==> config.mk <==
export PLATFORM = sky130hd
export DESIGN_NAME = mem_port_arbiter_flat
export DESIGN_NICKNAME = d
export VERILOG_FILES = /design/src/rtl/mem_port_arbiter_if.sv /design/src/rtl/mem_port_arbiter.sv /design/src/flat_wrapper.sv
export SDC_FILE = /design/constraint.sdc
export NUM_CORES = 1
export LEC_CHECK = 0
export ABC_AREA = 1
export CAP_MARGIN = 40
export CORE_AREA = 2 2 125 127
export DETAILED_ROUTE_END_ITERATION = 8
export DIE_AREA = 0 0 127 129
export PLACE_DENSITY = 0.51
export SETUP_SLACK_MARGIN = 0.15
export SYNTH_ARGS = -nofsm -noshare
export SYNTH_HDL_FRONTEND = slang
export SYNTH_SLANG_ARGS = --single-unit
==> constraint.sdc <==
create_clock -name clk -period 1.8 [get_ports clk]
set_input_delay 0.36 -clock clk [delete_from_list [all_inputs] [get_ports clk]]
set_output_delay 0.36 -clock clk [all_outputs]
set_load 0.05 [all_outputs]
==> src/rtl/mem_port_arbiter_if.sv <==
// mem_port_arbiter_if: req/gnt/valid memory handshake bundle shared by masters and the memory side
interface mem_port_arbiter_if;
  logic        req;
  logic        gnt;
  logic        wr;
  logic [31:0] addr;
  logic [31:0] wdata;
  logic [3:0]  be;
  logic [31:0] rdata;
  logic        valid;
  logic        err;
  modport master (output req, wr, addr, wdata, be, input gnt, rdata, valid, err);
  modport slave  (input req, wr, addr, wdata, be, output gnt, rdata, valid, err);
endinterface

==> src/rtl/mem_port_arbiter.sv <==
// mem_port_arbiter: round-robin sharing of one memory port between fetch and data masters with in-order response routing
module mem_port_arbiter #(
  parameter int OUTSTANDING = 2
) (
  input  logic               clk,
  input  logic               reset,
  mem_port_arbiter_if.slave  instr,
  mem_port_arbiter_if.slave  data,
  mem_port_arbiter_if.master mem,
  output logic               spurious_rsp
);
  localparam int PW = OUTSTANDING > 1 ? $clog2(OUTSTANDING) : 1;
  localparam int CW = $clog2(OUTSTANDING + 1);
  typedef enum logic {IDLE, LOCKED} state_t;
  state_t                 state;
  logic                   locked, last, sel, sel_req, full, empty, head, push, pop, unused_ok;
  logic [OUTSTANDING-1:0] ids;
  logic [PW-1:0]          wptr, rptr;
  logic [CW-1:0]          count;
  // Held selection wins while a request waits for its grant; otherwise round-robin on contention
  always_comb begin
    sel = state == LOCKED ? locked : (instr.req & data.req) ? ~last : data.req;
    sel_req = sel ? data.req : instr.req;
  end
  assign full  = count == CW'(OUTSTANDING);
  assign empty = count == '0;
  assign head  = ids[rptr];
  assign push  = mem.req & mem.gnt;
  assign pop   = mem.valid & ~empty;
  assign mem.req   = sel_req & ~full;
  assign mem.wr    = sel_req & sel & data.wr;
  assign mem.addr  = sel_req ? (sel ? data.addr : instr.addr) : '0;
  assign mem.wdata = (sel_req & sel) ? data.wdata : '0;
  assign mem.be    = sel_req ? (sel ? data.be : 4'hF) : '0;
  assign instr.gnt   = mem.gnt & mem.req & ~sel;
  assign data.gnt    = mem.gnt & mem.req & sel;
  assign instr.valid = mem.valid & ~head & ~empty;
  assign data.valid  = mem.valid & head & ~empty;
  assign instr.rdata = mem.rdata;
  assign data.rdata  = mem.rdata;
  assign instr.err   = mem.err;
  assign data.err    = mem.err;
  assign unused_ok   = ^{instr.wr, instr.wdata, instr.be};
  // Lock FSM and round-robin history: last follows every acceptance
  always_ff @(posedge clk) begin
    if (reset) begin
      state <= IDLE;
      locked <= 1'b0;
      last <= 1'b1;
    end else begin
      if (push) last <= sel;
      if (state == IDLE && mem.req && !mem.gnt) begin
        state <= LOCKED;
        locked <= sel;
      end else if (state == LOCKED && (mem.gnt || !mem.req)) state <= IDLE;
    end
  end
  // Master-ID storage for outstanding transactions
  always_ff @(posedge clk) begin
    if (push) ids[wptr] <= sel;
  end
  // Queue pointers, occupancy and sticky spurious-response flag
  always_ff @(posedge clk) begin
    if (reset) begin
      wptr <= '0;
      rptr <= '0;
      count <= '0;
      spurious_rsp <= 1'b0;
    end else begin
      if (push) wptr <= wptr == PW'(OUTSTANDING - 1) ? '0 : wptr + PW'(1);
      if (pop) rptr <= rptr == PW'(OUTSTANDING - 1) ? '0 : rptr + PW'(1);
      count <= count + CW'(push) - CW'(pop);
      if (mem.valid && empty) spurious_rsp <= 1'b1;
    end
  end
endmodule

==> src/flat_wrapper.sv <==
// flat-port wrapper written by rule: the top's interface ports become plain ports
module mem_port_arbiter_flat 
#(
  parameter int OUTSTANDING = 2
)
  (clk, reset, spurious_rsp, instr_req, instr_wr, instr_addr, instr_wdata, instr_be, instr_gnt, instr_rdata, instr_valid, instr_err, data_req, data_wr, data_addr, data_wdata, data_be, data_gnt, data_rdata, data_valid, data_err, mem_req, mem_wr, mem_addr, mem_wdata, mem_be, mem_gnt, mem_rdata, mem_valid, mem_err);
  mem_port_arbiter_if instr_i ();
  mem_port_arbiter_if data_i ();
  mem_port_arbiter_if mem_i ();
  input  logic clk;
  input  logic reset;
  output logic spurious_rsp;
  input wire logic [$bits(instr_i.req)-1:0] instr_req;
  input wire logic [$bits(instr_i.wr)-1:0] instr_wr;
  input wire logic [$bits(instr_i.addr)-1:0] instr_addr;
  input wire logic [$bits(instr_i.wdata)-1:0] instr_wdata;
  input wire logic [$bits(instr_i.be)-1:0] instr_be;
  output wire logic [$bits(instr_i.gnt)-1:0] instr_gnt;
  output wire logic [$bits(instr_i.rdata)-1:0] instr_rdata;
  output wire logic [$bits(instr_i.valid)-1:0] instr_valid;
  output wire logic [$bits(instr_i.err)-1:0] instr_err;
  input wire logic [$bits(data_i.req)-1:0] data_req;
  input wire logic [$bits(data_i.wr)-1:0] data_wr;
  input wire logic [$bits(data_i.addr)-1:0] data_addr;
  input wire logic [$bits(data_i.wdata)-1:0] data_wdata;
  input wire logic [$bits(data_i.be)-1:0] data_be;
  output wire logic [$bits(data_i.gnt)-1:0] data_gnt;
  output wire logic [$bits(data_i.rdata)-1:0] data_rdata;
  output wire logic [$bits(data_i.valid)-1:0] data_valid;
  output wire logic [$bits(data_i.err)-1:0] data_err;
  output wire logic [$bits(mem_i.req)-1:0] mem_req;
  output wire logic [$bits(mem_i.wr)-1:0] mem_wr;
  output wire logic [$bits(mem_i.addr)-1:0] mem_addr;
  output wire logic [$bits(mem_i.wdata)-1:0] mem_wdata;
  output wire logic [$bits(mem_i.be)-1:0] mem_be;
  input wire logic [$bits(mem_i.gnt)-1:0] mem_gnt;
  input wire logic [$bits(mem_i.rdata)-1:0] mem_rdata;
  input wire logic [$bits(mem_i.valid)-1:0] mem_valid;
  input wire logic [$bits(mem_i.err)-1:0] mem_err;
  assign instr_i.req = instr_req;
  assign instr_i.wr = instr_wr;
  assign instr_i.addr = instr_addr;
  assign instr_i.wdata = instr_wdata;
  assign instr_i.be = instr_be;
  assign instr_gnt = instr_i.gnt;
  assign instr_rdata = instr_i.rdata;
  assign instr_valid = instr_i.valid;
  assign instr_err = instr_i.err;
  assign data_i.req = data_req;
  assign data_i.wr = data_wr;
  assign data_i.addr = data_addr;
  assign data_i.wdata = data_wdata;
  assign data_i.be = data_be;
  assign data_gnt = data_i.gnt;
  assign data_rdata = data_i.rdata;
  assign data_valid = data_i.valid;
  assign data_err = data_i.err;
  assign mem_req = mem_i.req;
  assign mem_wr = mem_i.wr;
  assign mem_addr = mem_i.addr;
  assign mem_wdata = mem_i.wdata;
  assign mem_be = mem_i.be;
  assign mem_i.gnt = mem_gnt;
  assign mem_i.rdata = mem_rdata;
  assign mem_i.valid = mem_valid;
  assign mem_i.err = mem_err;
  mem_port_arbiter #(.OUTSTANDING(OUTSTANDING)) u_core (.clk(clk), .reset(reset), .instr(instr_i), .data(data_i), .mem(mem_i), .spurious_rsp(spurious_rsp));
endmodule
* Word-level counts from Yosys, hierarchy flattened
Index checks and enable logic that the tools add are counted.
Word-level totals: register bits after elaboration 10, logic and storage cells 61
Cells by class: $add $sub $neg 4, $lt $le $gt $ge 3, equality and inequality tests 1, mux-type cells 17, bitwise logic cells 18, reductions and logical operators 10
Operators with widths (count):
- $mux W32 | 3
- $and A1 B1 Y1 | 12
- $mux W1 | 10
- $mux W4 | 2
- $not A1 Y1 | 6
- $logic_and A1 B1 Y1 | 5
- $lt A1 B2 Y1 const B | 2
- $add A1 B1 Y1 const B | 2
- $add A2 B1 Y2 | 1
- $bwmux W2 | 1
- $eq A2 B2 Y1 const B | 1
- $logic_not A1 Y1 | 2
- $logic_not A2 Y1 | 1
- $reduce_bool A2 Y1 | 1
- $sub A2 B1 Y2 | 1
- $demux W1 S1 | 1
- $ge A1 B1 Y1 const B | 1
- $logic_or A1 B1 Y1 | 1

* Depth between registers and ports, before layout
Gate-level depths: netlist of run 1.
word-level depth 10, gate-level depth with buffers 10, mapped depth without buffers 10

* Least setup slack after synthesis of run 1
No wires, ideal clock.
path type input-to-output, start point input instr_req, end point output mem_be[0], arrival time 1.628 ns, required time 1.440 ns, slack -0.188 ns, stages on the path 7, buffers on the path 1, cells stage by stage nand2_1 -> nand3_2 -> nand2_2 -> buf_6 -> o21ai_4 -> inv_1 -> nor2_1
On the way: cells in the longest elaborated chain, start to end 5, elaborated cells between the ends (all ways) 6, those cells by class 5 x mux; 1 x bitwise
Ends and longest elaborated chain:
- start: declaration | RTL line flat_wrapper.sv:13 | input wire logic [$bits(instr_i.req)-1:0] instr_req;
- $and A1 B1 Y1 | RTL line mem_port_arbiter.sv:22 | sel = state == LOCKED ? locked : (instr.req & data.req) ? ~last : data.req;
- $mux W1 (2 in series) | RTL line mem_port_arbiter.sv:22
- $mux W4 / $mux W1 (equally long branches) | RTL line mem_port_arbiter.sv:34, mem_port_arbiter.sv:23
- $mux W4 (*) | RTL line mem_port_arbiter.sv:34 | assign mem.be = sel_req ? (sel ? data.be : 4'hF) : '0;
- end: declaration | RTL line flat_wrapper.sv:35 | output wire logic [$bits(mem_i.be)-1:0] mem_be;
Mark *: on every way between the ends. The rest lies on a longest branch, timed or not.

* Worst setup path in the final report of run 1
start point register u_core.state, end point output mem_addr[7]
On the way: cells in the longest elaborated chain, start to end 3, elaborated cells between the ends (all ways) 4, those cells by class 4 x mux
Ends and longest elaborated chain:
- start: declaration | RTL line mem_port_arbiter.sv:15 | state_t state;
- start signal: assignment | RTL line mem_port_arbiter.sv:47 | state <= IDLE;
- start signal: assignment | RTL line mem_port_arbiter.sv:53 | state <= LOCKED;
- start signal: assignment | RTL line mem_port_arbiter.sv:55 | end else if (state == LOCKED && (mem.gnt || !mem.req)) state <= IDLE;
- $mux W1 (*) | RTL line mem_port_arbiter.sv:22
- $mux W32 / $mux W1 (equally long branches) | RTL line mem_port_arbiter.sv:32, mem_port_arbiter.sv:23
- $mux W32 (*) | RTL line mem_port_arbiter.sv:32 | assign mem.addr = sel_req ? (sel ? data.addr : instr.addr) : '0;
- end: declaration | RTL line flat_wrapper.sv:33 | output wire logic [$bits(mem_i.addr)-1:0] mem_addr;
Marks and branches as above.

==> results.yml, run 1 <==
synth:
  asyncSetResetFlopFracSynth_pct: 0
  yosysSeqAreaShare_pct: 11.1
  synth-edff-count: 2
  synth_top_cell_by_area: "buf_4"
  syn_area_um2: 1980
  synthCells: 379
  ys.warnings.count: 0
  synthDominantCellAreaShare_pct: 26.2
  synth_cell_types: 24
  synth_common_cells: "nand2_1, inv_1, buf_4"
  synth-main-ff-cell: "dfxtp_1"
  syn-mean-instance-area_um2: 5.22
  ys_top_cells_by_area: "buf_4, nand2_1, inv_1, nor2_1, dfxtp_1"
  synth_seq_cells: 10
  synth_nets: 557
  yosysMostFrequentCell: "nand2_1"
clock_tree:
  cts-root-buf: "clkbuf_16"
  numCtsBuffers: 3
  htree_num_levels: 1
  numClockSinks: 10
  cts_buffer_depth: 2
  clk_pin_slew_ns: 0.04
  ctsHoldBuffers: 0
  clk_latency_ns: 0.23
  cts_tree: "built"
critical_path:
  arrival_ns: 1.67
  crit_type: "reg2out"
  rrSetupSlack_ns: -0.08
  worst_setup_path_end_kind: "primary output"
  critPathSlowestCell: "dfxtp_2"
  crit_top_cell: "buf_12"
  start_kind: "flop"
  crit_required_ns: 1.44
  crit_path_max_fanout: 7
  crit_chain: "inv_2, nand3_4, nand2_4, buf_6, nand2_4, o21ai_4, buf_12, buf_12, nand2_2, clkinvlp_4, buf_12"
  slowest_delay_ns: 0.33
run_status:
  violations: "setup timing"
  status: "complete, but fails checks"
timing:
  slew_violations: 0
  setup_viol: 73
  clock-skew-final_ns: 0.00323
  period_minus_slack_ns: 2.03
  setup_slack_ns: -0.226
  worstMarginPinSlew_ns: 0.221
  rsz0062_at_grt: "yes"
  slew_headroom_pct: 85.2
  max_freq_mhz: 493
  holdWs_ns: 0.475
  fin_crit_sh_pct: 113
  final_hold_viol_count: 0
  setup_tns_ns: -12.40
cells_and_area:
  diodes: 0
  area_growth_pct: 194
  multi_input_area_um2: 1590
  drive_gt1_share_pct: 56.6
  finalNonFillerCells: 722
  fin_nets: 713
  register_area_um2: 226
  design_area_um2: 5820
  fillCellCount: 1462
  postLayoutCoreUtil_pct: 38.9
placement:
  dpl_cell_area_um2: 4870
  place_inst: 692
  dp_hpwl_um: 6770
  pre_cts_ws_ns: -0.517
  globalplace.congestion: 0.763
  portBuffers: 181
power_and_ir_drop:
  p_total_mw: 4.19
  ir_drop_mv: 0.394
  power.leakage_nw: 2.49
  power.density_nw_per_um2: 720
global_routing:
  grt_max_degree: 15
  gr-usage-all-layers_pct: 10.4
  grt_pass1_wl_um: 13700
  grt_overflow: 0
  grt_pass1_vias: 2760
  antenna_found_initial: 0
drt:
  wire_per_inst_um: 12.5
  viasPerCell: 3.73
  vias: 2690
  drc_errors: 0
  firstDrtPassIters: 4
  routed_wl_um: 9030
  final_antenna_net_count: 0
  drt_iter0_drc: 40
floorplan:
  start_util_pct: 13.2
  die_area_um2: 16400
  coreArea_um2: 15000
  dieWidth_um: 127
  fp.dieH_um: 129
  pin_count: 318
  num_rows: 45
flow_run:
  maxCapViolations: 0
hold_path:
  hold_path_class: "reg2reg"
==> flip-flops by register name, indices dropped and copies added (netlist names) <==
| signal | count |
|---|---|
| u_core.count | 2 |
| u_core.last | 1 |
| u_core.spurious_rsp | 1 |
| u_core.state | 1 |
| u_core.wptr | 1 |
| u_core.rptr | 1 |
| u_core.locked | 1 |
| u_core.ids | 2 |
==> area by class of cell <==
cell class | instances | area share, %
Clock buffer | 3 | 1.29
Clock inverter | 1 | 0.0644
Inverter | 78 | 7.56
Multi-Input combinational cell | 212 | 27.3
Sequential cell | 10 | 3.89
Tap cell | 188 | 4.04
Timing Repair Buffer | 230 | 55.9
==> repair_timing <==
item                                    CTS  global route
gates resized for setup                 113            59
pin swaps                                25            17
gates cloned                              5             0
endpoints found under the setup margin   79            77
buffers inserted                         11            10
endpoints found under the hold margin     0             0
==> metal layers <==
layer / GRT usage (%) / share of wire [%]
met3: 2.41 / 8.5
met1: 11.8 / 37
met5: 0 / 0
met4: 1.62 / 0.79
met2: 20.1 / 53
==> critical path: cells and delay by family (launching register included) <==
kind / cells / cell delay, ns
AOI/OAI and AO/OA: 1 / 0.08
buffers and inverters: 6 / 0.70
DFF: 1 / 0.33
and+or+nand+nor: 4 / 0.30
==> where the power goes <==
group	leakage [nW]	internal [mW]	total [mW]	switching [mW]
clock	0.0385	0.291	0.389	0.0982
combinational	2.36	1.67	3.45	1.77
sequential	0.0861	0.297	0.359	0.0619
total	2.49	2.26	4.19	1.93
==> cells by family after synthesis <==
kind of cell / count (synthesis) / share of synthesized area [%]
xor gates and xnor gates: 2 / 0.885
buffers and inverters: 157 / 44.9
and+or+nand+nor: 201 / 39.9
adders and majority gates: 1 / 0.632
DFF: 10 / 11.1
AOI/OAI and AO/OA: 8 / 2.59
==> layout by cell type, fill, tap and decap left out, types with 4 or more instances in the layout <==
| cell | synthesis | layout |
|---|---|---|
| nor2_1 | 52 | 11 |
| buf_6 | 4 | 16 |
| buf_4 | 69 | 14 |
| nand3_4 | 0 | 4 |
| a21oi_1 | 4 | 4 |
| buf_16 | 0 | 5 |
| nand2_4 | 0 | 25 |
| inv_1 | 76 | 40 |
| nand2_1 | 136 | 59 |
| clkdlybuf4s50_1 | 0 | 103 |
| buf_12 | 0 | 89 |
| nand2_2 | 1 | 52 |
| dfxtp_2 | 0 | 5 |
| nor2_4 | 0 | 39 |
| clkinvlp_4 | 0 | 32 |
==> final timing paths <==
| check | from | to | cells after the start |
|---|---|---|---|
| worst max-delay path | u_core.state | mem_addr[7] | 11 |
| worst min-delay path | u_core.spurious_rsp | u_core.spurious_rsp | 2 |
| worst max register to register | u_core.state | u_core.count[1] | 11 |
| worst min register to register | u_core.spurious_rsp | u_core.spurious_rsp | 2 |
Note: power is estimated with default switching activity, not from simulation.
==> run 2, diff against run 1 <==
--- a/config.mk
+++ b/config.mk
@@ -11,7 +11,6 @@
 export DETAILED_ROUTE_END_ITERATION = 8
 export DIE_AREA = 0 0 127 129
 export PLACE_DENSITY = 0.51
-export SETUP_SLACK_MARGIN = 0.15
 export SYNTH_ARGS = -nofsm -noshare
 export SYNTH_HDL_FRONTEND = slang
 export SYNTH_SLANG_ARGS = --single-unit
==> run 2 against run 1 <==
Net effect:
- sequential power shrank 5.6%
- clock skew shrank 0.0030 ns
- the run still ends with setup timing left
- clock power grew 1%
- routed wire length grew 2.2%
==> results.yml, run 2 (same netlist as run 1, synthesis figures left out) <==
global_routing:
  grt_pass1_vias: 2685
  gr-usage-all-layers_pct: 10.2
  grt_pass1_wl_um: 13300
  grt_max_degree: 24
  antenna_found_initial: 0
  grt_overflow: 0
flow_run:
  maxCapViolations: 0
timing:
  setup_slack_ns: -0.142
  max_freq_mhz: 515
  holdWs_ns: 0.463
  slew_headroom_pct: 84.8
  worstMarginPinSlew_ns: 0.228
  setup_viol: 66
  period_minus_slack_ns: 1.94
  slew_violations: 0
  clock-skew-final_ns: 0.000257
  setup_tns_ns: -4.92
  rsz0062_at_grt: "yes"
  fin_crit_sh_pct: 108
  final_hold_viol_count: 0
power_and_ir_drop:
  ir_drop_mv: 0.396
  power.density_nw_per_um2: 728
  p_total_mw: 3.85
  power.leakage_nw: 2.48
clock_tree:
  clk_latency_ns: 0.23
  cts_buffer_depth: 2
  cts_tree: "built"
  clk_pin_slew_ns: 0.04
  numClockSinks: 10
  cts-root-buf: "clkbuf_16"
  htree_num_levels: 1
  numCtsBuffers: 3
placement:
  dp_hpwl_um: 6800
  portBuffers: 181
  globalplace.congestion: 0.759
  place_inst: 693
  dpl_cell_area_um2: 4530
critical_path:
  crit_required_ns: 1.44
  arrival_ns: 1.58
  rrSetupSlack_ns: 0.08
  critPathLaunch: "u_core.state"
  slowest_delay_ns: 0.32
  r2r-start: "u_core.state"
  crit_type: "reg2out"
  critPathSlowestCell: "dfxtp_2"
  worst_setup_path_end_kind: "primary output"
  crit_path_max_fanout: 9
  crit_chain: "nand2_2, nand2_8, buf_12, inv_16, clkbuf_16, nand2_1, nand2_1, nand2_2, inv_2, buf_12"
  start_kind: "flop"
run_status:
  violations: "setup timing"
  status: "complete, but fails checks"
floorplan:
  num_rows: 45
  start_util_pct: 13.2
  die_area_um2: 16400
  coreArea_um2: 15000
  fp.dieH_um: 129
  pin_count: 318
  dieWidth_um: 127
cells_and_area:
  design_area_um2: 5280
  fillCellCount: 1523
  reg.largest.list: "u_core.count: 2 flops, u_core.ids: 2 flops"
  final_common_cell: "clkdlybuf4s50_1"
  drive_gt1_share_pct: 46.8
  area_growth_pct: 167
  final_cell_mix: "clkdlybuf4s50_1, nand2_1, buf_12"
  fin_nets: 700
  finalNonFillerCells: 709
  diodes: 0
drt:
  drt_iter0_drc: 72
  viasPerCell: 3.72
  drc_errors: 0
  final_antenna_net_count: 0
  vias: 2634
  firstDrtPassIters: 4
  routed_wl_um: 9230
  wire_per_inst_um: 13.0
hold_path:
  hp-start: "u_core.spurious_rsp"
  hold_path_class: "reg2reg"
-- run 2: cell types whose count changed in the layout (fill, tap and decap cells not counted), sizes merged --
cell           delta
buf              -13
clkdlybuf4s50     +1
clkinvlp         -30
dlygate4sd2       -1
inv              +30
-- run 2: layer usage --
| metal | up-vias | share of wire, % | global-route usage (%) |
|---|---|---|---|
| li1 | 1291 | - | - |
| met1 | 1187 | 34 | 10.1 |
| met2 | 129 | 54 | 20.1 |
| met3 | 27 | 9.5 | 3.41 |
| met4 | 0 | 2.0 | 2.78 |
| met5 | - | 0 | 0 |
-- run 2: cell type report --
type	count	area (um^2)	share of cell area [%]
Timing Repair Buffer	217	3040	57.5
Inverter	78	332	6.28
Clock buffer	3	75.1	1.42
Tap cell	188	235	4.45
Multi-Input combinational cell	212	1380	26.1
Sequential cell	10	223	4.22
Clock inverter	1	3.75	0.0710
-- run 2: path summary, 6_finish.rpt --
path	to	depth (start not counted)
worst max register to register	u_core.count[1]	9
worst min-delay path	u_core.spurious_rsp	2
worst min register to register	u_core.spurious_rsp	2
worst max-delay path	mem_addr[25]	10
-- run 2: what timing repair did --
action                     4_1_cts  5_1_grt
resized for setup              124       50
pin swaps                       16       13
cloned                           3        2
buffers inserted                 8        1
hold buffers                     0        0
setup endpoints to repair       75       75
-- run 2: power by group --
group	leakage (nW)	internal (mW)	switching, mW
logic	2.35	1.49	1.63
clock network	0.0385	0.291	0.102
registers	0.0850	0.292	0.0474
-- run 2: per-stage QoR --
step	worst slack (ns)	util (%)
finish	-0.142	35.3
global route	-0.234	35.3
CTS	-0.204	34.1
detailed placement	-0.538	30.2
global placement	-0.489	30.2
floorplan	-0.188	-
-- run 2: worst max-delay path: cells and delay by family, from the launching register on --
family                 cells  cell delay (ns)
buffers and inverters      5             0.59
and+or+nand+nor            5             0.43
DFF                        1             0.32
==> run 3, diff against run 2 <==
--- a/config.mk
+++ b/config.mk
@@ -11,6 +11,7 @@
 export DETAILED_ROUTE_END_ITERATION = 8
 export DIE_AREA = 0 0 127 129
 export PLACE_DENSITY = 0.51
+export REMOVE_ABC_BUFFERS = 1
 export SYNTH_ARGS = -nofsm -noshare
 export SYNTH_HDL_FRONTEND = slang
 export SYNTH_SLANG_ARGS = --single-unit
==> run 3 against run 2 <==
Net effect:
- the run still ends with setup timing left
- clock power rose by 13%
- clock-buffer cell count rose by 1
- maximum frequency rose by 0.53%
- critical path depth fell by 2
- total power rose by 1.4%
- global-route usage rose by 5.6 points
- utilization fell by 0.45 points
- largest cell class unchanged
- worst hold slack improved by 0.012 ns
==> results.yml, run 3 (same netlist as run 1, synthesis figures left out) <==
global_routing:
  gr-usage-all-layers_pct: 15.8
  grt_overflow: 0
  grt_max_degree: 17
  antenna_found_initial: 0
  grt_pass1_wl_um: 18300
  grt_pass1_vias: 2679
cells_and_area:
  final_common_cell: "nand2_1"
  fin_nets: 707
  drive_gt1_share_pct: 45.3
  area_growth_pct: 164
  final_cell_mix: "nand2_1, clkdlybuf4s50_1, buf_12"
  finalNonFillerCells: 716
  reg.largest.list: "u_core.count: 2 flops, u_core.ids: 2 flops"
  diodes: 0
drt:
  wire_per_inst_um: 19.2
  vias: 2744
  drt_iter0_drc: 73
  drc_errors: 0
  viasPerCell: 3.83
  routed_wl_um: 13800
  firstDrtPassIters: 4
  final_antenna_net_count: 0
placement:
  place_inst: 699
  portBuffers: 181
  globalplace.congestion: 0.755
  dp_hpwl_um: 11700
  pre_cts_ws_ns: -0.555
run_status:
  violations: "setup timing"
  status: "complete, but fails checks"
hold_path:
  whs_endpoint: "u_core.last"
  whs_path_depth: 2
  hold_path_class: "reg2reg"
  hp-start: "u_core.last"
critical_path:
  crit_type: "reg2out"
  rr_endpoint: "u_core.count[1]"
  rrSetupSlack_ns: -0.04
  worstRegToRegCells: 10
  crit_required_ns: 1.44
  arrival_ns: 1.57
  worst_setup_path_end_kind: "primary output"
  r2r-start: "u_core.state"
  start_kind: "flop"
  crit_path_max_fanout: 7
  critPathLaunch: "u_core.last"
power_and_ir_drop:
  internal_power_mw: 2.14
  p_total_mw: 3.90
  power.leakage_nw: 2.48
  comb_power_share_pct: 79.6
  p_sw_share_pct: 45.1
  power_switching_mw: 1.76
  p_clk_share_pct: 11.4
  pwr-share-seq_pct: 9.0
  ir_drop_mv: 0.371
  power.density_nw_per_um2: 748
timing:
  period_minus_slack_ns: 1.93
  fin_crit_sh_pct: 107
  setup_slack_ns: -0.132
  slew_headroom_pct: 79.7
  rsz0062_at_grt: "yes"
  max_freq_mhz: 518
  slew_violations: 0
  clock-skew-final_ns: 0.00469
  worstMarginPinSlew_ns: 0.304
  setup_viol: 50
  final_hold_viol_count: 0
floorplan:
  num_rows: 45
  die_area_um2: 16400
  dieWidth_um: 127
  start_util_pct: 13.2
  pin_count: 318
  coreArea_um2: 15000
  fp.dieH_um: 129
clock_tree:
  ctsHoldBuffers: 0
  clk_latency_ns: 0.24
  cts_tree: "built"
  clk_pin_slew_ns: 0.04
  htree_num_levels: 1
  numClockSinks: 10
  numCtsBuffers: 3
  cts-root-buf: "clkbuf_16"
  cts_buffer_depth: 2
flow_run:
  maxCapViolations: 0
## run 3: cell count changes in the layout (fill, tap and decap cells not counted), sizes merged
| cell | before | now |
|---|---|---|
| clkinvlp | 2 | 0 |
| dlygate4sd2 | 0 | 1 |
| clkbuf | 5 | 6 |
| inv | 76 | 78 |
| buf | 111 | 117 |
| clkinv | 1 | 0 |
## run 3: power groups by stage
stage	Combinational, mW	Sequential, mW	Clock (mW)
after floorplan	1.17	0.345	0
after global placement	2.63	0.332	0
after detailed placement	2.64	0.334	0
after CTS	3.03	0.339	0.455
after global routing	3.28	0.358	0.468
final	3.11	0.350	0.446
## run 3: routing by layer
layer	share of wire [%]	routed length (um)	vias up	track usage [%]
li1	-	-	1307	-
met1	33	4590	1171	15.4
met2	45	6170	254	24.8
met3	20	2790	10	14.6
met4	1.0	141	2	2.65
met5	0.41	57	-	4.12
## run 3: repair_timing
item / CTS / global route
endpoints found under the setup margin: 76 / 79
gates resized for setup: 146 / 38
pin swaps: 11 / 11
gates cloned: 3 / 2
setup buffers: 11 / 2
## run 3: worst max-delay path, cell delays in order (launching register included)
cell and delay [ns]:
dfxtp_2 0.33, nand2_2 0.06, nand3_4 0.10, nand2_8 0.08
o21ai_4 0.17, buf_12 0.15, inv_1 0.12, nor2_2 0.15
buf_12 0.15
## run 3: how the worst max path moves through the flow
| stage | to | slack [ns] | depth (start not counted) |
|---|---|---|---|
| floorplan | mem_be[0] | -1.39 | 7 |
| global placement | mem_be[2] | -0.54 | 8 |
| detailed placement | mem_be[2] | -0.56 | 8 |
| CTS | mem_addr[8] | -0.25 | 12 |
| global route | mem_be[0] | -0.20 | 9 |
| finish | mem_be[3] | -0.13 | 8 |
## run 3: layout make-up
class	instances	area (um^2)
clock buffers	4	88.8
fillers	1583	9760
inverters	78	312
multi-input cells	212	1270
flip-flops and latches	10	224
well taps	188	235
repair buffers	224	3090
## run 3: through the flow
stage	hold WS [ns]	area [um^2]	util, %	setup TNS [ns]
5_1_grt	0.485	5220	34.8	-8.50
6_report	0.476	5220	34.8	-3.95
3_3_place_gp	0.463	4450	29.7	-31.88
2_1_floorplan	0.431	1390	-	-68.34
3_5_place_dp	0.477	4450	29.7	-34.64
4_1_cts	0.478	5070	33.8	-8.38
